**config.mk**
```make
export PLATFORM = sky130hd
export DESIGN_NAME = ctrl_seq
export DESIGN_NICKNAME = d
export VERILOG_FILES = /design/src/rtl/ctrl_pkg.sv /design/src/rtl/ctrl_decode.sv /design/src/rtl/ctrl_seq.sv
export SDC_FILE = /design/constraint.sdc
export NUM_CORES = 1
export LEC_CHECK = 0
export ABC_AREA = 1
export CAP_MARGIN = 10
export CELL_PAD_IN_SITES_DETAIL_PLACEMENT = 0
export CELL_PAD_IN_SITES_GLOBAL_PLACEMENT = 2
export CORE_MARGIN = 3
export CORE_UTILIZATION = 24
export DETAILED_ROUTE_END_ITERATION = 8
export PLACE_DENSITY_LB_ADDON = 0.1
export SYNTH_ARGS = -nofsm -noshare
export SYNTH_HDL_FRONTEND = slang
export SYNTH_SLANG_ARGS = --single-unit
export TNS_END_PERCENT = 1
```
**constraint.sdc**
```tcl
create_clock -name clk -period 1.7 [get_ports clk]
set_input_delay 0.17 -clock clk [delete_from_list [all_inputs] [get_ports clk]]
set_output_delay 0.17 -clock clk [all_outputs]
set_load 0.01 [all_outputs]
```
**src/rtl/ctrl_pkg.sv**
```systemverilog
// Shared opcode map, ALU operation codes and sequencer state encoding for ctrl_seq.
package ctrl_pkg;

   localparam logic [3:0] OP_B    = 4'd0;
   localparam logic [3:0] OP_JEQ  = 4'd1;
   localparam logic [3:0] OP_JNE  = 4'd2;
   localparam logic [3:0] OP_JLT  = 4'd3;
   localparam logic [3:0] OP_JGE  = 4'd4;
   localparam logic [3:0] OP_ADD  = 4'd5;
   localparam logic [3:0] OP_XOR  = 4'd6;
   localparam logic [3:0] OP_STR  = 4'd7;
   localparam logic [3:0] OP_LD   = 4'd8;
   localparam logic [3:0] OP_SUB  = 4'd9;
   localparam logic [3:0] OP_MOVF = 4'd10;
   localparam logic [3:0] OP_LSR  = 4'd11;
   localparam logic [3:0] OP_CMP  = 4'd12;
   localparam logic [3:0] OP_LSL  = 4'd13;
   localparam logic [3:0] OP_MOVI = 4'd14;
   localparam logic [3:0] OP_HALT = 4'd15;

   typedef enum logic [2:0] {
      ALU_ADD  = 3'd0,
      ALU_SUB  = 3'd1,
      ALU_XOR  = 3'd2,
      ALU_LSL  = 3'd3,
      ALU_LSR  = 3'd4,
      ALU_PASS = 3'd5
   } alu_op_t;

   typedef enum logic [1:0] {
      ST_IDLE,
      ST_RUN,
      ST_MEM_WAIT,
      ST_HALT
   } ctrl_state_t;

endpackage

```
**src/rtl/ctrl_decode.sv**
```systemverilog
// Combinational opcode decode; conditional jumps resolve against the registered flags.
// Opcode 1011 decodes as LSR when CTRL_SEQ_LSR_EN is defined, otherwise as a NOP.
module ctrl_decode
   import ctrl_pkg::*;
#(
   parameter int OPW = 4
) (
   input  logic [OPW-1:0] opcode_i,
   input  logic           flag_z_i,
   input  logic           flag_n_i,
   output logic           uncond_jmp_o,
   output logic           jtype_o,
   output logic           itype_o,
   output logic           movf_o,
   output logic           rd_mem_o,
   output logic           wr_mem_o,
   output logic           reg_write_o,
   output logic           branch_taken_o,
   output logic           is_ld_o,
   output logic           is_halt_o,
   output logic           is_cmp_o,
   output alu_op_t        alu_op_o
);

   logic [3:0] op;
   assign op = opcode_i[3:0];

   always_comb begin
      uncond_jmp_o   = 1'b0;
      jtype_o        = 1'b0;
      itype_o        = 1'b0;
      movf_o         = 1'b0;
      rd_mem_o       = 1'b0;
      wr_mem_o       = 1'b0;
      reg_write_o    = 1'b1;
      branch_taken_o = 1'b0;
      is_ld_o        = 1'b0;
      is_halt_o      = 1'b0;
      is_cmp_o       = 1'b0;
      alu_op_o       = ALU_ADD;
      case (op)
         OP_B:    begin uncond_jmp_o = 1'b1; jtype_o = 1'b1; branch_taken_o = 1'b1; reg_write_o = 1'b0; end
         OP_JEQ:  begin jtype_o = 1'b1; branch_taken_o = flag_z_i;  reg_write_o = 1'b0; end
         OP_JNE:  begin jtype_o = 1'b1; branch_taken_o = !flag_z_i; reg_write_o = 1'b0; end
         OP_JLT:  begin jtype_o = 1'b1; branch_taken_o = flag_n_i;  reg_write_o = 1'b0; end
         OP_JGE:  begin jtype_o = 1'b1; branch_taken_o = !flag_n_i; reg_write_o = 1'b0; end
         OP_ADD:  alu_op_o = ALU_ADD;
         OP_XOR:  alu_op_o = ALU_XOR;
         OP_STR:  begin wr_mem_o = 1'b1; reg_write_o = 1'b0; end
         OP_LD:   begin rd_mem_o = 1'b1; is_ld_o = 1'b1; end
         OP_SUB:  alu_op_o = ALU_SUB;
         OP_MOVF: movf_o = 1'b1;
`ifdef CTRL_SEQ_LSR_EN
         OP_LSR:  begin itype_o = 1'b1; alu_op_o = ALU_LSR; end
`else
         OP_LSR:  reg_write_o = 1'b0;
`endif
         OP_CMP:  begin alu_op_o = ALU_SUB; reg_write_o = 1'b0; is_cmp_o = 1'b1; end
         OP_LSL:  begin itype_o = 1'b1; alu_op_o = ALU_LSL; end
         OP_MOVI: begin itype_o = 1'b1; alu_op_o = ALU_PASS; end
         OP_HALT: begin is_halt_o = 1'b1; reg_write_o = 1'b0; end
         default: ;
      endcase
   end

endmodule

```
**src/rtl/ctrl_seq.sv**
```systemverilog
// Run/halt sequencer: FSM, registered compare flags and multi-cycle load wait around ctrl_decode.
// Opcode 1011 behaviour is selected by CTRL_SEQ_LSR_EN (see ctrl_decode).
module ctrl_seq
   import ctrl_pkg::*;
#(
   parameter int OPW     = 4,
   parameter int ALUOPW  = 3,
   parameter int MEM_LAT = 2
) (
   input  logic              clk,
   input  logic              reset,
   input  logic              start,
   input  logic [OPW-1:0]    opcode,
   input  logic              alu_zero,
   input  logic              alu_neg,
   output logic              pc_en,
   output logic              branch_taken,
   output logic              uncond_jmp,
   output logic              jtype,
   output logic              itype,
   output logic              movf,
   output logic              rd_mem,
   output logic              wr_mem,
   output logic              reg_write,
   output logic [ALUOPW-1:0] alu_op,
   output logic              done
);

   localparam logic [3:0] LAT_LAST = 4'(MEM_LAT - 1);

   ctrl_state_t state_q, state_d;
   logic        flag_z_q, flag_z_d;
   logic        flag_n_q, flag_n_d;
   logic [3:0]  cnt_q, cnt_d;

   logic    dec_uj, dec_jt, dec_it, dec_mv, dec_rd, dec_wr, dec_rw, dec_bt;
   logic    dec_ld, dec_halt, dec_cmp;
   alu_op_t dec_alu;

   ctrl_decode #(.OPW(OPW)) u_decode (
      .opcode_i       (opcode),
      .flag_z_i       (flag_z_q),
      .flag_n_i       (flag_n_q),
      .uncond_jmp_o   (dec_uj),
      .jtype_o        (dec_jt),
      .itype_o        (dec_it),
      .movf_o         (dec_mv),
      .rd_mem_o       (dec_rd),
      .wr_mem_o       (dec_wr),
      .reg_write_o    (dec_rw),
      .branch_taken_o (dec_bt),
      .is_ld_o        (dec_ld),
      .is_halt_o      (dec_halt),
      .is_cmp_o       (dec_cmp),
      .alu_op_o       (dec_alu)
   );

   logic active, ld_final, ld_gate;

   assign active   = (state_q == ST_RUN) || (state_q == ST_MEM_WAIT);
   // A load retires in its RUN cycle only when there is no wait phase.
   assign ld_final = ((state_q == ST_RUN) && (MEM_LAT == 1)) ||
                     ((state_q == ST_MEM_WAIT) && (cnt_q == LAT_LAST));
   assign ld_gate  = !dec_ld || ld_final;

   assign pc_en        = active && !dec_halt && ld_gate;
   assign reg_write    = active && dec_rw && ld_gate;
   assign branch_taken = active && dec_bt;
   assign uncond_jmp   = active && dec_uj;
   assign jtype        = active && dec_jt;
   assign itype        = active && dec_it;
   assign movf         = active && dec_mv;
   assign rd_mem       = active && dec_rd;
   assign wr_mem       = active && dec_wr;
   assign alu_op       = active ? ALUOPW'(dec_alu) : '0;
   assign done         = (state_q == ST_HALT);

   always_comb begin
      state_d  = state_q;
      cnt_d    = cnt_q;
      flag_z_d = flag_z_q;
      flag_n_d = flag_n_q;
      case (state_q)
         ST_IDLE, ST_HALT: begin
            if (start) begin
               state_d = ST_RUN;
               cnt_d   = 4'd0;
            end
         end
         ST_RUN: begin
            cnt_d = 4'd0;
            if (dec_cmp) begin
               flag_z_d = alu_zero;
               flag_n_d = alu_neg;
            end
            if (dec_halt) begin
               state_d = ST_HALT;
            end else if (dec_ld && (MEM_LAT > 1)) begin
               state_d = ST_MEM_WAIT;
               cnt_d   = 4'd1;
            end
         end
         ST_MEM_WAIT: begin
            if (cnt_q == LAT_LAST) begin
               state_d = ST_RUN;
               cnt_d   = 4'd0;
            end else begin
               cnt_d = cnt_q + 4'd1;
            end
         end
         default: state_d = ST_IDLE;
      endcase
   end

   always_ff @(posedge clk) begin
      if (reset) begin
         state_q  <= ST_IDLE;
         cnt_q    <= 4'd0;
         flag_z_q <= 1'b0;
         flag_n_q <= 1'b0;
      end else begin
         state_q  <= state_d;
         cnt_q    <= cnt_d;
         flag_z_q <= flag_z_d;
         flag_n_q <= flag_n_d;
      end
   end

endmodule
```
==> flow_summary_export.csv, run 1 <==
group,metric,value,unit
hold_path,whs_path_depth,3,
floorplanning,rows,19,
layout,diodes,0,
sta,fin_crit_sh,100,%
synth,ys_ff_latch,8,
setup_path,crit_chain,"inv_1 > ha_4 > inv_2 > nand4_1 > o21ai_2 > clkdlybuf4s15_2",
sta,maxSlewViolCount,0,
clock_network,htreeDepth,1,
placement,place_area,0.00111,mm²
sta,tightest_slew,0.399,ns
job,max-cap-violations,0,
synth,async_flop_share,0,%
layout,fin_util,41.5,%
synth,syn-cell-area,704,µm²
setup_path,cpLargestDelayFamily,"buffers and inverters",
routing,firstDrtPassIters,4,
setup_path,critPathLaunchType,"flop",
power,p_leak,0.502,nW
global_routing,track_usage,12.5,%
layout,final_common_cell,"buf_4",
global_routing,grt_pass1_wl,3.38,mm
synth,synth_nets,111,
synth,synthAdderAreaFrac,5.33,%
global_routing,grt_max_degree,9,
routing,drc,0,
routing,drt-total-wl,1.95,mm
routing,vias,768,
power,power.total,0.00102,W
sta,finalSetupTns,0,ns
floorplanning,coreArea,0.00278,mm²
power,p_per_area,884,mW/mm²
clock_network,cts_buffers,3,
layout,stdcell_count,175,
setup_path,critical_path_class,"flop to primary output",
synth,avgSynthCellArea,7.12,µm²
status,status,"complete, no violations",
synth,synth_simple_gate_area_share,36.1,%
hold_path,min_path_type,"primary input to flop",
clock_network,cts_root_buf,"clkbuf_4",
clock_network,clk_pin_slew,0.06,ns
placement,gp_congestion,0.746,
sta,clock_skew,0.00943,ns
synth,muxShareOfSynthArea,0,%
setup_path,crit_buf_inv,3,
setup_path,arrival,1.53,ns
floorplanning,die_h,60.2,µm
layout,finalNetCount,158,
synth,synth_compound_area_share,23.6,%
layout,syn_to_final_growth,63.8,%
sta,fmax,0.588,GHz
power,irDropWorstVdd,0.590,mV
routing,vias_per_cell,4.39,
setup_path,crit_fanout,7,
layout,fin_area,0.00115,mm²
routing,wl_per_cell,11.2,µm
synth,syn_inst,99,
placement,numPortBuffers,21,
setup_path,reg2regPathDepth,9,
setup_path,path_depth,6,
sta,final-hold-violation-count,0,
layout,drive_gt1_share,43.1,%
sta,timing.final.crit_period,1.70,ns
clock_network,cts_tree,"yes",
synth,ys_seq_area_share,22.7,%
global_routing,grt_antenna_before_repair,0,
floorplanning,dieArea,0.00362,mm²
clock_network,post_cts_buffers,0,
setup_path,cp_slowest_cell,"dfxtp_1",
synth,yosysWarnings,0,
clock_network,cts_buffer_depth,2,
placement,dp_cells,172,
routing,drt-initial-drc-count,14,
setup_path,worst_setup_path_end_kind,"primary output",
floorplanning,start_util,25.3,%
sta,slew_headroom,73.3,%
synth,synth_flop_cell,"dfxtp_1",
floorplanning,io_pins,22,
synth,synth_cell_types,30,
clock_network,clk_latency,0.25,ns
synth,synth_xor_area_share,1.24,%
global_routing,grt_pass1_vias,790,
clock_network,clock_sinks,8,
sta,rsz0062_at_grt,"true",
global_routing,gr-total-overflow,0,
setup_path,max_stage_delay,0.33,ns
setup_path,worst_ep_required_time,1.53,ns
synth,synth_top_family_by_area,"simple AND/OR/NAND/NOR gates",
synth,synth_edf_count,0,
sta,setup_viol,0,
floorplanning,die_w,60.2,µm
placement,dp_hpwl,1.57,mm
routing,drtAntennaViolNets,0,
layout,final_cell_mix,"buf_4 (23), nand2_1 (19), inv_1 (10)",
## power breakdown
part | internal, W | total, W | switching (W)
sequential | 0.000208 | 0.000223 | 0.0000148
combinational | 0.000306 | 0.000654 | 0.000348
clock | 0.0000806 | 0.000143 | 0.0000620
total | 0.000595 | 0.00102 | 0.000425
## cell usage after synthesis, types with 2 or more instances
library cell	number	area [µm²]
nand2_1	19	71.3
a211oi_2	3	37.5
inv_1	10	37.5
o21ai_0	5	25.0
a21oi_1	6	30.0
o21ai_1	2	10.0
nand3_2	4	40.0
nor3_1	4	20.0
nor2_4	2	22.5
a21oi_2	2	17.5
nand3_1	3	15.0
nor2_2	2	12.5
dfxtp_1	8	160
nor2_1	7	26.3
nand2_2	3	18.8
ha_1	3	37.5
inv_2	3	11.3
## sequential cells by signal (all words and copies together) (netlist names)
register	flops
cnt_q	4
state_q	2
flag_n_q	1
flag_z_q	1
## worst paths after layout
| kind | from | endpoint | slack (ns) |
|---|---|---|---|
| setup / recovery | state_q[0] | alu_op[1] | 0.00008 |
| hold / removal | alu_neg | flag_n_q | 0.49 |
| setup reg to reg | state_q[0] | state_q[0] | 0.22 |
| hold reg to reg | flag_z_q | flag_z_q | 0.49 |
## per-layer routing
layer | track usage, % | up-vias | wire length, µm | share of wire [%]
met4 | 5.70 | 0 | 28 | 1.4
li1 | - | 419 | - | -
met5 | 0 | - | 0 | 0
met3 | 3.67 | 4 | 79 | 4.0
met2 | 17.9 | 14 | 855 | 44
met1 | 17.0 | 331 | 990 | 51
## final cells by class
| cell class | instances | area, µm² |
|---|---|---|
| inverters | 16 | 66.3 |
| repair buffers | 44 | 355 |
| fillers | 293 | 1630 |
| multi-input cells | 73 | 510 |
| clock buffers | 3 | 22.5 |
| flip-flops and latches | 8 | 160 |
| well taps | 31 | 38.8 |
## worst register-to-register path: stages, from the launching register on
cell and delay (ns):
dfxtp_1 0.33, inv_1 0.07, ha_4 0.33, inv_2 0.07
buf_4 0.15, nor2_4 0.15, a21oi_4 0.06, nand2_1 0.08
nand2_1 0.07, a21oi_2 0.11
## what timing repair did
action,CTS,global route
resized for setup,28,13
setup endpoints to repair,12,9
pin swaps,1,1
hold endpoints to repair,0,0
hold buffers,0,0
## cell families after synthesis
logic type | after synthesis
simple gates | 47
buf+inv | 18
fa+ha+maj | 3
xor+xnor | 1
compound gates | 22
flops | 8
## metrics by stage
step	hold slack [ns]	worst slack, ns
after global placement	0.477	-0.316
after detailed placement	0.476	-0.320
after CTS	0.484	-0.0330
final	0.488	0.0000844
after global routing	0.510	-0.0711
after floorplan	0.313	0.183
No activity file was read; power rests on OpenSTA's default activity.
==> run 2, diff against run 1 <==
CORE_UTILIZATION = 23   (was 24)
SYNTH_HIERARCHICAL = 1   (was unset)
==> run 2 against run 1 <==
Compared with the run above: core utilization shrank 3.5 points; first-iteration DRC count grew to 3.0 times the previous value; wire length did not move; critical path depth increased by 2; clock skew fell by 0.0050 ns; sequential power up 5%; critical path type is now primary input to primary output; largest cell class unchanged; largest power group unchanged.
==> flow_summary_export.csv, run 2 <==
group,metric,value,unit
status,status,"complete, no violations",
setup_path,arrival,1.48,ns
layout,syn_to_final_growth,54.3,%
synth,synth_common_cells,"inv_1 (27), nor2_1 (27), nand2_1 (26)",
layout,final_common_cell,"inv_1",
clock_network,cts_hold_buf,0,
sta,maxSlewViolCount,0,
global_routing,gr-total-overflow,0,
floorplanning,start_util,24.6,%
layout,diodes,0,
clock_network,cts_buffer_depth,2,
placement,dp_slack,-0.426,ns
synth,synth_xor_area_share,1.15,%
sta,setup_viol,0,
sta,tightest_slew,0.327,ns
clock_network,htreeDepth,1,
routing,drc,0,
synth,synth_top_cell_by_area,"dfxtp_1",
setup_path,crit_fanout,4,
setup_path,r2r-start,"state_q[0]",
synth,synth_nets,147,
global_routing,grt_pass1_wl,3.59,mm
hold_path,min_path_type,"flop to flop",
synth,yosysWarnings,6,
routing,vias,843,
layout,largestRegisters,"cnt_q: 4 flops, state_q: 2 flops",
placement,gp_congestion,0.736,
job,max-cap-violations,0,
sta,fin_crit_sh,97.2,%
synth,avgSynthCellArea,5.75,µm²
synth,syn_inst,133,
setup_path,startpoint,"opcode[3]",
synth,async_flop_share,0,%
global_routing,grt_antenna_before_repair,0,
routing,wl_per_cell,9.00,µm
hold_path,hp-start,"flag_n_q",
layout,final_cell_mix,"inv_1 (27), nand2_1 (26), nor2_1 (23)",
routing,drt-total-wl,1.95,mm
synth,synth_top_area_share,20.9,%
floorplanning,die_w,63.7,µm
power,p_leak,0.583,nW
floorplanning,dieArea,0.00405,mm²
sta,slew_headroom,78.1,%
routing,vias_per_cell,3.88,
power,p_per_area,998,mW/mm²
synth,synth_compound_area_share,10.8,%
routing,drtAntennaViolNets,0,
sta,final-hold-violation-count,0,
power,power.total,0.00118,W
setup_path,worst_setup_path_end_kind,"primary output",
synth,synthAdderAreaFrac,8.18,%
floorplanning,io_pins,22,
synth,muxShareOfSynthArea,0,%
setup_path,critical_path_class,"primary input to primary output",
synth,ys_seq_area_share,20.9,%
clock_network,cts_buffers,3,
synth,synth_cell_types,22,
synth,synth_edf_count,0,
clock_network,post_cts_buffers,0,
global_routing,grt_pass1_vias,799,
sta,clock_skew,0.00446,ns
sta,timing.final.crit_period,1.65,ns
routing,drt-initial-drc-count,42,
layout,top_register,"cnt_q",
clock_network,cts_tree,"yes",
setup_path,worst_ep_required_time,1.53,ns
layout,finalNetCount,189,
floorplanning,rows,20,
placement,numPortBuffers,21,
clock_network,clk_pin_slew,0.05,ns
clock_network,cts_root_buf,"clkbuf_4",
layout,stdcell_count,217,
layout,drive_gt1_share,26.6,%
sta,fmax,0.605,GHz
synth,synth_flop_cell,"dfxtp_1",
clock_network,clk_latency,0.25,ns
synth,synth_simple_gate_area_share,41.7,%
setup_path,critPathLaunchType,"primary input",
synth,ys_ff_latch,8,
synth,synth_top_family_by_area,"simple AND/OR/NAND/NOR gates",
sta,rsz0062_at_grt,"true",
power,irDropWorstVdd,0.627,mV
clock_network,clock_sinks,8,
synth,synth_area_leaders,"dfxtp_1 (21%), inv_1 (13%), nor2_1 (13%)",
placement,dp_cells,214,
layout,largest_register_ffs,4,
global_routing,grt_max_degree,9,
routing,firstDrtPassIters,4,
floorplanning,die_h,63.7,µm
global_routing,track_usage,11.0,%
placement,dp_hpwl,1.67,mm
floorplanning,coreArea,0.00310,mm²
synth,syn-cell-area,764,µm²
sta,fin_ws,0.0478,ns
==> run 2: where the power goes <==
group	internal, W	switching [W]
logic	0.000378	0.000417
registers	0.000215	0.0000196
clock network	0.0000810	0.0000675
total	0.000674	0.000504
==> run 2: cell families after synthesis <==
kind of cell    count (synthesis)
xor+xnor                        1
fa+ha+maj                       5
buf+inv                        34
flops                           8
compound gates                 13
simple gates                   72
==> run 2: final timing paths <==
check | end | slack, ns | depth (start not counted)
max | pc_en | 0.05 | 8
max reg2reg | cnt_q[0] | 0.31 | 9
min reg2reg | flag_n_q | 0.47 | 2
min | flag_n_q | 0.47 | 2
==> run 2: metal layers <==
layer  vias to the layer above  GRT usage (%)  routed length, µm
li1                        482              -                  -
met1                       343           15.8               1060
met2                        16           16.3                784
met3                         2           2.85                 90
met4                         0           2.43                 12
met5                         -              0                  0
==> run 2: through the flow <==
| step | instance area (µm²) | utilization, % | hold WS (ns) | TNS (ns) |
|---|---|---|---|---|
| global placement | 1160 | 37.3 | 0.455 | -3.71 |
| global route | 1180 | 38.0 | 0.489 | -0.0669 |
| detailed placement | 1160 | 37.3 | 0.461 | -4.46 |
| floorplan | 764 | - | 0.313 | 0 |
| finish | 1180 | 38.0 | 0.466 | 0 |
| CTS | 1180 | 37.9 | 0.462 | 0 |
==> run 2: cell type report <==
class,count,area (µm²)
Clock buffer,3,22.5
Tap cell,44,55.1
Timing Repair Buffer,40,320
Multi-Input combinational cell,91,505
Inverter,31,116
Sequential cell,8,160
Fill cell,367,1920
==> run 2: timing repair <==
item                       4_1_cts  5_1_grt
pin swaps                        0        1
gates resized for setup         20       13
setup endpoints to repair       12       12
==> run 2: critical path: stages <==
cell	delay, ns
clkdlybuf4s50_1	0.50
buf_4	0.14
nand2_1	0.08
nor2_2	0.12
nand2_1	0.07
inv_1	0.08
nor3_2	0.04
dlygate4sd2_1	0.28
==> run 3, diff against run 2 <==
CELL_PAD_IN_SITES_DETAIL_PLACEMENT = 1   (was 0)
CELL_PAD_IN_SITES_GLOBAL_PLACEMENT = 1   (was 2)
CORE_UTILIZATION = 30   (was 23)
==> run 3 against run 2 <==
Compared with the run above: maximum frequency grew 1.4%; non-clock buffer count shrank 5; hold slack gained 0.0027 ns; core utilization grew 10 points; critical endpoint is now alu_op[2]; largest cell class unchanged.
==> flow_summary_export.csv, run 3 (same netlist as run 2, synthesis figures left out) <==
group,metric,value,unit
placement,gp_congestion,0.780,
power,intPower,0.000631,W
floorplanning,start_util,33.0,%
power,power.total,0.00114,W
global_routing,grt_antenna_before_repair,0,
power,p_seq_share,20.6,%
routing,drtAntennaViolNets,0,
clock_network,cts_hold_buf,0,
routing,drc,0,
layout,drive_gt1_share,23.2,%
power,p_sw_share,44.5,%
hold_path,min_path_type,"flop to flop",
global_routing,grt_pass1_vias,985,
placement,dp_slack,-0.371,ns
sta,clock_skew,0.00742,ns
setup_path,critPathLaunchType,"flop",
job,max-cap-violations,0,
clock_network,cts_tree,"yes",
sta,fin_ws,0.0708,ns
layout,largest_register_ffs,4,
setup_path,reg2regPathDepth,9,
hold_path,whs_path_depth,2,
placement,dp_cells,193,
floorplanning,coreArea,0.00232,mm²
status,status,"complete, no violations",
routing,drt-initial-drc-count,12,
routing,firstDrtPassIters,4,
routing,drt-total-wl,2.31,mm
placement,dp_hpwl,1.96,mm
layout,diodes,0,
global_routing,grt_pass1_wl,4.21,mm
sta,tightest_slew,0.339,ns
sta,fmax,0.614,GHz
sta,slew_headroom,77.3,%
clock_network,clock_sinks,8,
floorplanning,rows,17,
power,p_per_area,1020,mW/mm²
layout,stdcell_count,196,
setup_path,arrival,1.46,ns
floorplanning,dieArea,0.00319,mm²
floorplanning,io_pins,22,
layout,final_common_cell,"inv_1",
clock_network,cts_buffer_depth,2,
layout,top_register,"cnt_q",
setup_path,worst_setup_path_end_kind,"primary output",
power,combPwrFrac,66.5,%
power,p_leak,0.547,nW
setup_path,r2r_setup_slack,0.30,ns
layout,largestRegisters,"cnt_q: 4 flops, state_q: 2 flops",
sta,final-hold-violation-count,0,
routing,vias_per_cell,4.66,
sta,maxSlewViolCount,0,
global_routing,grt_max_degree,11,
setup_path,crit_fanout,10,
sta,timing.final.crit_period,1.63,ns
clock_network,cts_root_buf,"clkbuf_4",
sta,fin_crit_sh,95.8,%
routing,vias,914,
routing,wl_per_cell,11.8,µm
hold_path,hp-start,"flag_n_q",
floorplanning,die_w,56.5,µm
layout,fillCellCount,333,
clock_network,htreeDepth,1,
clock_network,clk_pin_slew,0.06,ns
hold_path,min_to,"flag_n_q",
power,p_sw,0.000507,W
power,p_clk_share,12.9,%
sta,rsz0062_at_grt,"false",
setup_path,worst_ep_required_time,1.53,ns
setup_path,r2r-end,"cnt_q[0]",
clock_network,clk_latency,0.26,ns
global_routing,gr-total-overflow,0,
clock_network,cts_buffers,3,
placement,numPortBuffers,21,
layout,syn_to_final_growth,45.7,%
setup_path,critical_path_class,"flop to primary output",
sta,setup_viol,0,
global_routing,track_usage,16.3,%
layout,final_cell_mix,"inv_1 (27), nor2_1 (25), nand2_1 (25)",
sta,finalSetupTns,0,ns
floorplanning,die_h,56.5,µm
setup_path,r2r-start,"state_q[0]",
layout,finalNetCount,184,
power,irDropWorstVdd,0.754,mV
run 3: cell types whose count changed in the layout (fill, tap and decap cells not counted), moves of 2 or more:
cell / previous run / this run
buf_4: 19 / 14
dlygate4sd2_1: 10 / 7
nor2_1: 23 / 25
clkdlybuf4s15_1: 1 / 5
run 3: worst max-delay path, cell delays in order (launching register included):
cell	delay (ns)
dfxtp_1	0.34
inv_1	0.08
ha_4	0.26
buf_4	0.17
nor2_1	0.09
dlygate4sd2_1	0.27
run 3: layout make-up:
class / count / area (µm²) / share of cell area [%]
clock buffer: 3 / 22.5 / 2.02
inverter: 31 / 116 / 10.4
multi-input combinational: 91 / 493 / 44.3
sequential: 8 / 160 / 14.4
tap: 28 / 35.0 / 3.15
timing repair buffer: 35 / 287 / 25.7
run 3: worst max-delay path by stage:
stage / from / to / slack (ns) / depth (start not counted)
6_report: state_q[0] / alu_op[2] / 0.07 / 5
5_1_grt: state_q[0] / alu_op[2] / 0.002 / 5
4_1_cts: state_q[0] / movf / 0.04 / 5
3_5_place_dp: opcode[0] / pc_en / -0.37 / 8
3_3_place_gp: opcode[3] / alu_op[0] / -0.35 / 6
2_1_floorplan: state_q[0] / alu_op[0] / 0.40 / 4
run 3: per-layer routing:
metal  up-vias  track usage [%]  part of all wire [%]
li1        472                -                     -
met1       424             18.6                    43
met2        16             29.7                    52
met3         2             5.06                   4.9
met4         0             3.05                  0.78
met5         -                0                     0
run 3: repair_timing:
action | 4_1_cts | 5_1_grt
gates resized for setup | 19 | 14
setup buffers | 0 | 0
pin swaps | 0 | 0
endpoints found under the setup margin | 12 | 10
run 3: through the flow:
step	hold slack [ns]	utilization (%)	instance area, µm²
CTS	0.474	48.3	1120
finish	0.468	48.0	1110
global route	0.504	48.0	1110
floorplan	0.313	-	764
global placement	0.454	47.4	1100
detailed placement	0.467	47.4	1100
run 3: power groups by stage:
stage	registers, W	clock network (W)	logic [W]
floorplan	0.000238	0	0.000414
global placement	0.000232	0	0.000762
detailed placement	0.000233	0	0.000788
CTS	0.000233	0.000152	0.000778
global route	0.000237	0.000162	0.000855
finish	0.000234	0.000147	0.000757
